<file path="src/rtl/mcycle_ctrl_pkg.sv">
// Shared definitions for the multi-cycle controller: states, ALUOp/opcode constants, format decode.
// Optional JAL support is enabled by defining MCYCLE_CTRL_JAL_EN.
package mcycle_ctrl_pkg;

`ifdef MCYCLE_CTRL_JAL_EN
  localparam bit JAL_EN = 1'b1;
`else
  localparam bit JAL_EN = 1'b0;
`endif

  typedef enum logic [2:0] {
    S_FETCH,
    S_DECODE,
    S_EXEC,
    S_MEM,
    S_WB
  } state_t;

  localparam logic [1:0] ALUOP_ADD   = 2'b00;
  localparam logic [1:0] ALUOP_SUB   = 2'b01;
  localparam logic [1:0] ALUOP_FUNCT = 2'b10;

  localparam logic [6:0] OP_RTYPE  = 7'b0110011;
  localparam logic [6:0] OP_ADDI   = 7'b0010011;
  localparam logic [6:0] OP_LOAD   = 7'b0000011;
  localparam logic [6:0] OP_STORE  = 7'b0100011;
  localparam logic [6:0] OP_BRANCH = 7'b1100011;
  localparam logic [6:0] OP_JAL    = 7'b1101111;
  localparam logic [6:0] OP_JALR   = 7'b1100111;
  localparam logic [6:0] OP_LUI    = 7'b0110111;
  localparam logic [6:0] OP_AUIPC  = 7'b0010111;

  typedef enum logic [2:0] {
    FMT_R,
    FMT_I,
    FMT_S,
    FMT_B,
    FMT_U,
    FMT_J,
    FMT_UNK
  } instr_format;

  // Registered (Moore) control word; ir_write and illegal are derived outside it.
  typedef struct packed {
    logic       mem_req;
    logic       mem_we;
    logic       iord;
    logic       pc_write;
    logic       pc_src;
    logic       Branch;
    logic       MemRead;
    logic       MemtoReg;
    logic       MemWrite;
    logic       ALUSrc;
    logic       RegWrite;
    logic       PC4toReg;
    logic [1:0] ALUOp;
    logic       busy;
  } ctrl_t;

  function automatic instr_format decode32_format(input logic [6:0] op);
    instr_format f;
    case (op)
      OP_RTYPE:                   f = FMT_R;
      OP_ADDI, OP_LOAD, OP_JALR:  f = FMT_I;
      OP_STORE:                   f = FMT_S;
      OP_BRANCH:                  f = FMT_B;
      OP_LUI, OP_AUIPC:           f = FMT_U;
      OP_JAL:                     f = FMT_J;
      default:                    f = FMT_UNK;
    endcase
    return f;
  endfunction

  function automatic logic op_supported(input logic [6:0] op);
    logic ok;
    case (decode32_format(op))
      FMT_R, FMT_S, FMT_B: ok = 1'b1;
      FMT_I:               ok = (op == OP_ADDI) || (op == OP_LOAD);
      FMT_J:               ok = JAL_EN;
      default:             ok = 1'b0;
    endcase
    return ok;
  endfunction

endpackage

</file>
<file path="src/rtl/mcycle_ctrl_out.sv">
// Per-state Moore control decode for the multi-cycle controller (purely combinational).
// JAL handling follows MCYCLE_CTRL_JAL_EN via the package.
module mcycle_ctrl_out
  import mcycle_ctrl_pkg::*;
(
  input  state_t     i_state,
  input  logic [6:0] i_opcode,
  output ctrl_t      o_ctrl
);

  instr_format w_fmt;

  always_comb begin
    w_fmt       = decode32_format(i_opcode);
    o_ctrl      = '0;
    o_ctrl.busy = (i_state != S_FETCH);
    case (i_state)
      S_FETCH: begin
        o_ctrl.mem_req = 1'b1;
        o_ctrl.MemRead = 1'b1;
      end
      S_EXEC: begin
        case (w_fmt)
          FMT_R: o_ctrl.ALUOp = ALUOP_FUNCT;
          FMT_I, FMT_S: begin
            o_ctrl.ALUSrc = 1'b1;
            o_ctrl.ALUOp  = ALUOP_ADD;
          end
          FMT_B: begin
            o_ctrl.ALUOp  = ALUOP_SUB;
            o_ctrl.Branch = 1'b1;
            o_ctrl.pc_src = 1'b1;
          end
          FMT_J: begin
            o_ctrl.pc_write = JAL_EN;
            o_ctrl.pc_src   = JAL_EN;
          end
          default: ;
        endcase
      end
      S_MEM: begin
        o_ctrl.mem_req = 1'b1;
        o_ctrl.iord    = 1'b1;
        if (i_opcode == OP_LOAD) begin
          o_ctrl.MemRead = 1'b1;
        end else begin
          o_ctrl.MemWrite = 1'b1;
          o_ctrl.mem_we   = 1'b1;
        end
      end
      S_WB: begin
        o_ctrl.RegWrite = 1'b1;
        o_ctrl.MemtoReg = (i_opcode == OP_LOAD);
        o_ctrl.PC4toReg = JAL_EN && (w_fmt == FMT_J);
      end
      default: ;
    endcase
  end

endmodule

</file>
<file path="src/rtl/mcycle_ctrl.sv">
// Multi-cycle FETCH/DECODE/EXEC/MEM/WB controller with registered outputs.
// Defining MCYCLE_CTRL_JAL_EN adds JAL (1101111) support; otherwise it decodes as illegal.
module mcycle_ctrl
  import mcycle_ctrl_pkg::*;
(
  input  logic       clk,
  input  logic       rst_n,
  input  logic [6:0] opcode,
  input  logic       zero,
  input  logic       mem_ack,
  output logic       mem_req,
  output logic       mem_we,
  output logic       iord,
  output logic       ir_write,
  output logic       pc_write,
  output logic       pc_src,
  output logic       Branch,
  output logic       MemRead,
  output logic       MemtoReg,
  output logic       MemWrite,
  output logic       ALUSrc,
  output logic       RegWrite,
  output logic       PC4toReg,
  output logic [1:0] ALUOp,
  output logic       busy,
  output logic       illegal
);

  state_t      r_state;
  state_t      w_state_nx;
  logic [6:0]  r_opcode;
  logic [6:0]  w_opcode_nx;
  ctrl_t       r_ctrl;
  ctrl_t       w_ctrl_nx;
  logic        w_ack;
  instr_format w_fmt;

  // An ack only counts while a request is actually being presented.
  assign w_ack       = r_ctrl.mem_req & mem_ack;
  assign w_opcode_nx = (r_state == S_DECODE) ? opcode : r_opcode;
  assign w_fmt       = decode32_format(r_opcode);

  always_comb begin
    w_state_nx = r_state;
    case (r_state)
      S_FETCH:  if (w_ack) w_state_nx = S_DECODE;
      S_DECODE: w_state_nx = op_supported(opcode) ? S_EXEC : S_FETCH;
      S_EXEC: begin
        case (w_fmt)
          FMT_R, FMT_J: w_state_nx = S_WB;
          FMT_I:        w_state_nx = (r_opcode == OP_ADDI) ? S_WB : S_MEM;
          FMT_S:        w_state_nx = S_MEM;
          default:      w_state_nx = S_FETCH;
        endcase
      end
      S_MEM:    if (w_ack) w_state_nx = (r_opcode == OP_LOAD) ? S_WB : S_FETCH;
      S_WB:     w_state_nx = S_FETCH;
      default:  w_state_nx = S_FETCH;
    endcase
  end

  // Outputs are decoded from the next state and registered, so they line up with r_state
  // and come out of reset all-zero; the first fetch request appears one edge after release.
  mcycle_ctrl_out u_out (
    .i_state  (w_state_nx),
    .i_opcode (w_opcode_nx),
    .o_ctrl   (w_ctrl_nx)
  );

  always_ff @(posedge clk or negedge rst_n) begin
    if (!rst_n) begin
      r_state  <= S_FETCH;
      r_opcode <= '0;
      r_ctrl   <= '0;
    end else begin
      r_state  <= w_state_nx;
      r_opcode <= w_opcode_nx;
      r_ctrl   <= w_ctrl_nx;
    end
  end

  assign mem_req  = r_ctrl.mem_req;
  assign mem_we   = r_ctrl.mem_we;
  assign iord     = r_ctrl.iord;
  assign ir_write = w_ack & ~r_ctrl.iord;
  assign pc_write = r_ctrl.pc_write | (r_ctrl.Branch & zero) | (w_ack & ~r_ctrl.iord);
  assign pc_src   = r_ctrl.pc_src;
  assign Branch   = r_ctrl.Branch;
  assign MemRead  = r_ctrl.MemRead;
  assign MemtoReg = r_ctrl.MemtoReg;
  assign MemWrite = r_ctrl.MemWrite;
  assign ALUSrc   = r_ctrl.ALUSrc;
  assign RegWrite = r_ctrl.RegWrite;
  assign PC4toReg = r_ctrl.PC4toReg;
  assign ALUOp    = r_ctrl.ALUOp;
  assign busy     = r_ctrl.busy;
  // The IR only holds a valid opcode during DECODE, so illegal is flagged from the live field.
  assign illegal  = (r_state == S_DECODE) & ~op_supported(opcode);

endmodule
</file>
<file path="config.mk">
export PLATFORM = sky130hd
export DESIGN_NAME = mcycle_ctrl
export DESIGN_NICKNAME = d
export VERILOG_FILES = /design/src/rtl/mcycle_ctrl_pkg.sv /design/src/rtl/mcycle_ctrl_out.sv /design/src/rtl/mcycle_ctrl.sv
export SDC_FILE = /design/constraint.sdc
export NUM_CORES = 1
export LEC_CHECK = 0
export ABC_AREA = 1
export CAP_MARGIN = 15
export CORE_MARGIN = 1
export CORE_UTILIZATION = 35
export DETAILED_ROUTE_END_ITERATION = 16
export PLACE_DENSITY = 0.6
export SETUP_SLACK_MARGIN = 0.3
export SLEW_MARGIN = 40
export SYNTH_ARGS = -nofsm -noshare
export SYNTH_HDL_FRONTEND = slang
export SYNTH_SLANG_ARGS = --single-unit
</file>
<file path="constraint.sdc">
create_clock -name clk -period 3.58 [get_ports clk]
set_clock_uncertainty 0.15 [all_clocks]
set_input_delay 0.716 -clock clk [delete_from_list [all_inputs] [get_ports clk]]
set_output_delay 0.716 -clock clk [all_outputs]
set_load 0.05 [all_outputs]
</file>
==> key figures <==
Run status
  – Run status: complete, no violations

CTS
  – Hold-fix buffer count after cts: 0
  – CTS tree: done
  – H-tree depth: 1
  – Root Driver: clkbuf_4
  – Post-CTS Setup Inserts: 0
  – CTS clk-pin slew, worst paths: 120 ps
  – TritonCTS buffer count: 3
  – Clock Sinks: 21
  – CTS max path bufs: 2
  – Clk Latency, worst-skew pair: 310 ps
  – Post-cts sizing count: 0

Logic synthesis
  – Register area share after synthesis: 47.4%
  – Dominant cell type by area after synthesis: dfrtp_1
  – Post-Synth Adder-Cell Area: 0%
  – Mux contribution to synthesized area: 0%
  – Synth cell count leaders: nand2_1 (44), dfrtp_1 (21), inv_1 (15)
  – Ys Warns: 0
  – Synth unique cells: 22
  – Top-count cell post-synth: nand2_1
  – XOR/XNOR share of the synthesized area: 0%
  – Synth Register Bits: 21
  – Post-synthesis compound-gate area fraction: 7.22%
  – Synth Cell Area: 1110 um^2
  – Yosys top cell area share: 47.4%
  – Main synth FF type: dfrtp_1
  – Post-Syn Area per Cell: 7.87 um^2
  – Number of flops mapped to enable cells by yosys: 0
  – Largest family of logic cells by synthesized area: simple AND/OR/NAND/NOR gates
  – Synth Area in Simple Gates: 36.0%
  – Cell count after synthesis: 141
  – Async SR Flop Fraction: 100%
  – Post-synthesis net count: 152
  – Synth top area cells: dfrtp_1 (47%), nand2_1 (15%), nand3_1 (5.4%), inv_1 (5.1%), nor2_1 (4.4%)

Setup path
  – WP data arrival: 2300 ps
  – Worst setup EP type: output port
  – Crit-path max FO: 6
  – Reg-to-reg critical path endpoint: mem_req
  – CP bufs+invs: 2
  – Critical-path top delay cell: clkdlybuf4s50_1
  – WS Path Type: in -> out
  – Slowest stage delay, CP: 830 ps
  – Register-to-Register Path Depth: 12
  – Critical path data required time: 2710 ps
  – Crit-path most repeated cell: clkdlybuf4s50_1
  – R2r startpoint: r_opcode[4]
  – Crit-path leading delay family: buffers and inverters
  – CP Cell Sequence: clkdlybuf4s50_1 -> nand2_1 -> o21ai_0 -> clkdlybuf4s50_1
  – Flop-to-flop setup slack: 1700 ps
  – Worst setup SP type: input port

STA
  – RSZ-0062 raised after global routing: no
  – Worst hold margin: 183 ps
  – Worst Max-Slew Pin Slew: 497 ps
  – Slew Limit Fails: 0
  – Final hold viol count: 0
  – Total negative slack: 0 ps
  – Tcrit/Tclk final: 88.5%
  – Fmax: 316 MHz
  – Relative slew slack: 66.8%
  – Final setup fails: 0
  – Fin crit period: 3170 ps

Routing
  – Vias: 971
  – Remaining DRCs: 0
  – Routed wl met3: 31 um
  – ANT nets after route: 0
  – Total wire length: 2310 um
  – WL met2: 1180 um
  – Routed length per instance: 11.0 um
  – DR top layer: met3
  – 1st-iter DRT viols: 19
  – Wl on met1: 1100 um
  – DR vias/cell: 4.60
  – Drt first pass iters: 8

Floorplanning
  – Core ar.: 3030 um^2
  – # rows: 20
  – Ports: 28
  – Die Ht: 58.3 um
  – Full die area: 3400 um^2
  – Die width: 58.3 um
  – Starting Density: 36.7%

Layout
  – Synthesis-to-finish area growth: 27.4%
  – Most flop-heavy register: r_opcode
  – Final net count: 179
  – Fraction of layout cells with a size suffix above 1: 10.8%
  – Post-route cell area: 1410 um^2
  – Largest register FFs: 7
  – # diodes: 0
  – Post-layout util: 46.7%

Placed design
  – Gpl congestion: 0.862
  – IO buf count: 26
  – DP HPWL: 1850 um
  – Post-DP Area: 1380 um^2

Global route
  – Pin count of the biggest net entering global routing: 22
  – Grt total ovfl: 0
  – Total GRT Usage: 14.9%
  – Number of antenna violations at the first check in global routing: 0
  – Vias in the first global route: 880
  – First-pass GRT wire length: 3820 um

Power
  – LEAKAGE: 0.691 nW
  – Tot Pwr: 0.000601 W
  – Peak VDD IR: 0.243 mV
  – Power Dens Cells: 425 nW/um^2

Worst hold path
  – Hold Crit Class: in -> async

Flow run
  – Max Cap Viol: 0
==> per-stage QoR <==
step	worst slack [ps]	cells
floorplan	773	141
global route	348	211
CTS	384	211
detailed placement	390	207
finish	413	211
global placement	430	207
==> worst register-to-register path: cells and delay by family, from the launching register on <==
kind / cells / cell delay, ps
buf+inv: 1 / 140
simple gates: 11 / 1030
flops: 1 / 450
==> final cells by class <==
| class | count | area (um^2) |
|---|---|---|
| fillers | 310 | 1610 |
| flip-flops and latches | 21 | 526 |
| multi-input cells | 98 | 483 |
| repair buffers | 26 | 253 |
| inverters | 18 | 67.6 |
| well taps | 44 | 55.1 |
| clock buffers | 3 | 22.5 |
| clock inverters | 1 | 7.51 |
==> report_power, final <==
| part | internal (W) | switching (W) | leakage, nW | total (W) |
|---|---|---|---|---|
| Clock | 0.0000426 | 0.0000739 | 0.0139 | 0.000116 |
| Sequential | 0.000264 | 0.0000223 | 0.265 | 0.000286 |
| Combinational | 0.0000620 | 0.000136 | 0.412 | 0.000198 |
| Total | 0.000369 | 0.000232 | 0.691 | 0.000601 |
==> per-layer routing <==
layer | track usage, % | vias to the layer above
met5 | 0 | -
met2 | 25.8 | 7
met4 | 4.08 | 0
li1 | - | 497
met3 | 3.30 | 0
met1 | 18.8 | 467
==> worst max path at each step <==
stage	slack, ps	startpoint	to	cells past startpoint
5_1_grt	350	mem_ack	pc_write	4
3_5_place_dp	390	mem_ack	pc_write	4
4_1_cts	380	mem_ack	pc_write	4
2_1_floorplan	770	mem_ack	pc_write	2
3_3_place_gp	430	mem_ack	pc_write	4
6_report	410	mem_ack	pc_write	4
==> cells by family after synthesis <==
kind of cell	after synthesis
AO/OA/AOI/OAI	10
buffers and inverters	22
flip-flops	21
other	1
AND/OR/NAND/NOR	87
==> layout by cell type, fill, tap and decap left out, drive strengths merged <==
cell type / Yosys / final
a21oi: 2 / 2
buf: 4 / 2
clkbuf: 0 / 3
clkdlybuf4s50: 0 / 24
clkinvlp: 0 / 1
conb: 1 / 1
dfrtp: 21 / 21
inv: 18 / 18
nand2: 45 / 45
nand3: 13 / 13
nand3b: 1 / 1
nand4: 3 / 3
nor2: 16 / 16
nor3: 6 / 6
nor4: 3 / 3
o21ai: 8 / 8
No activity file was read; power rests on OpenSTA's default activity.
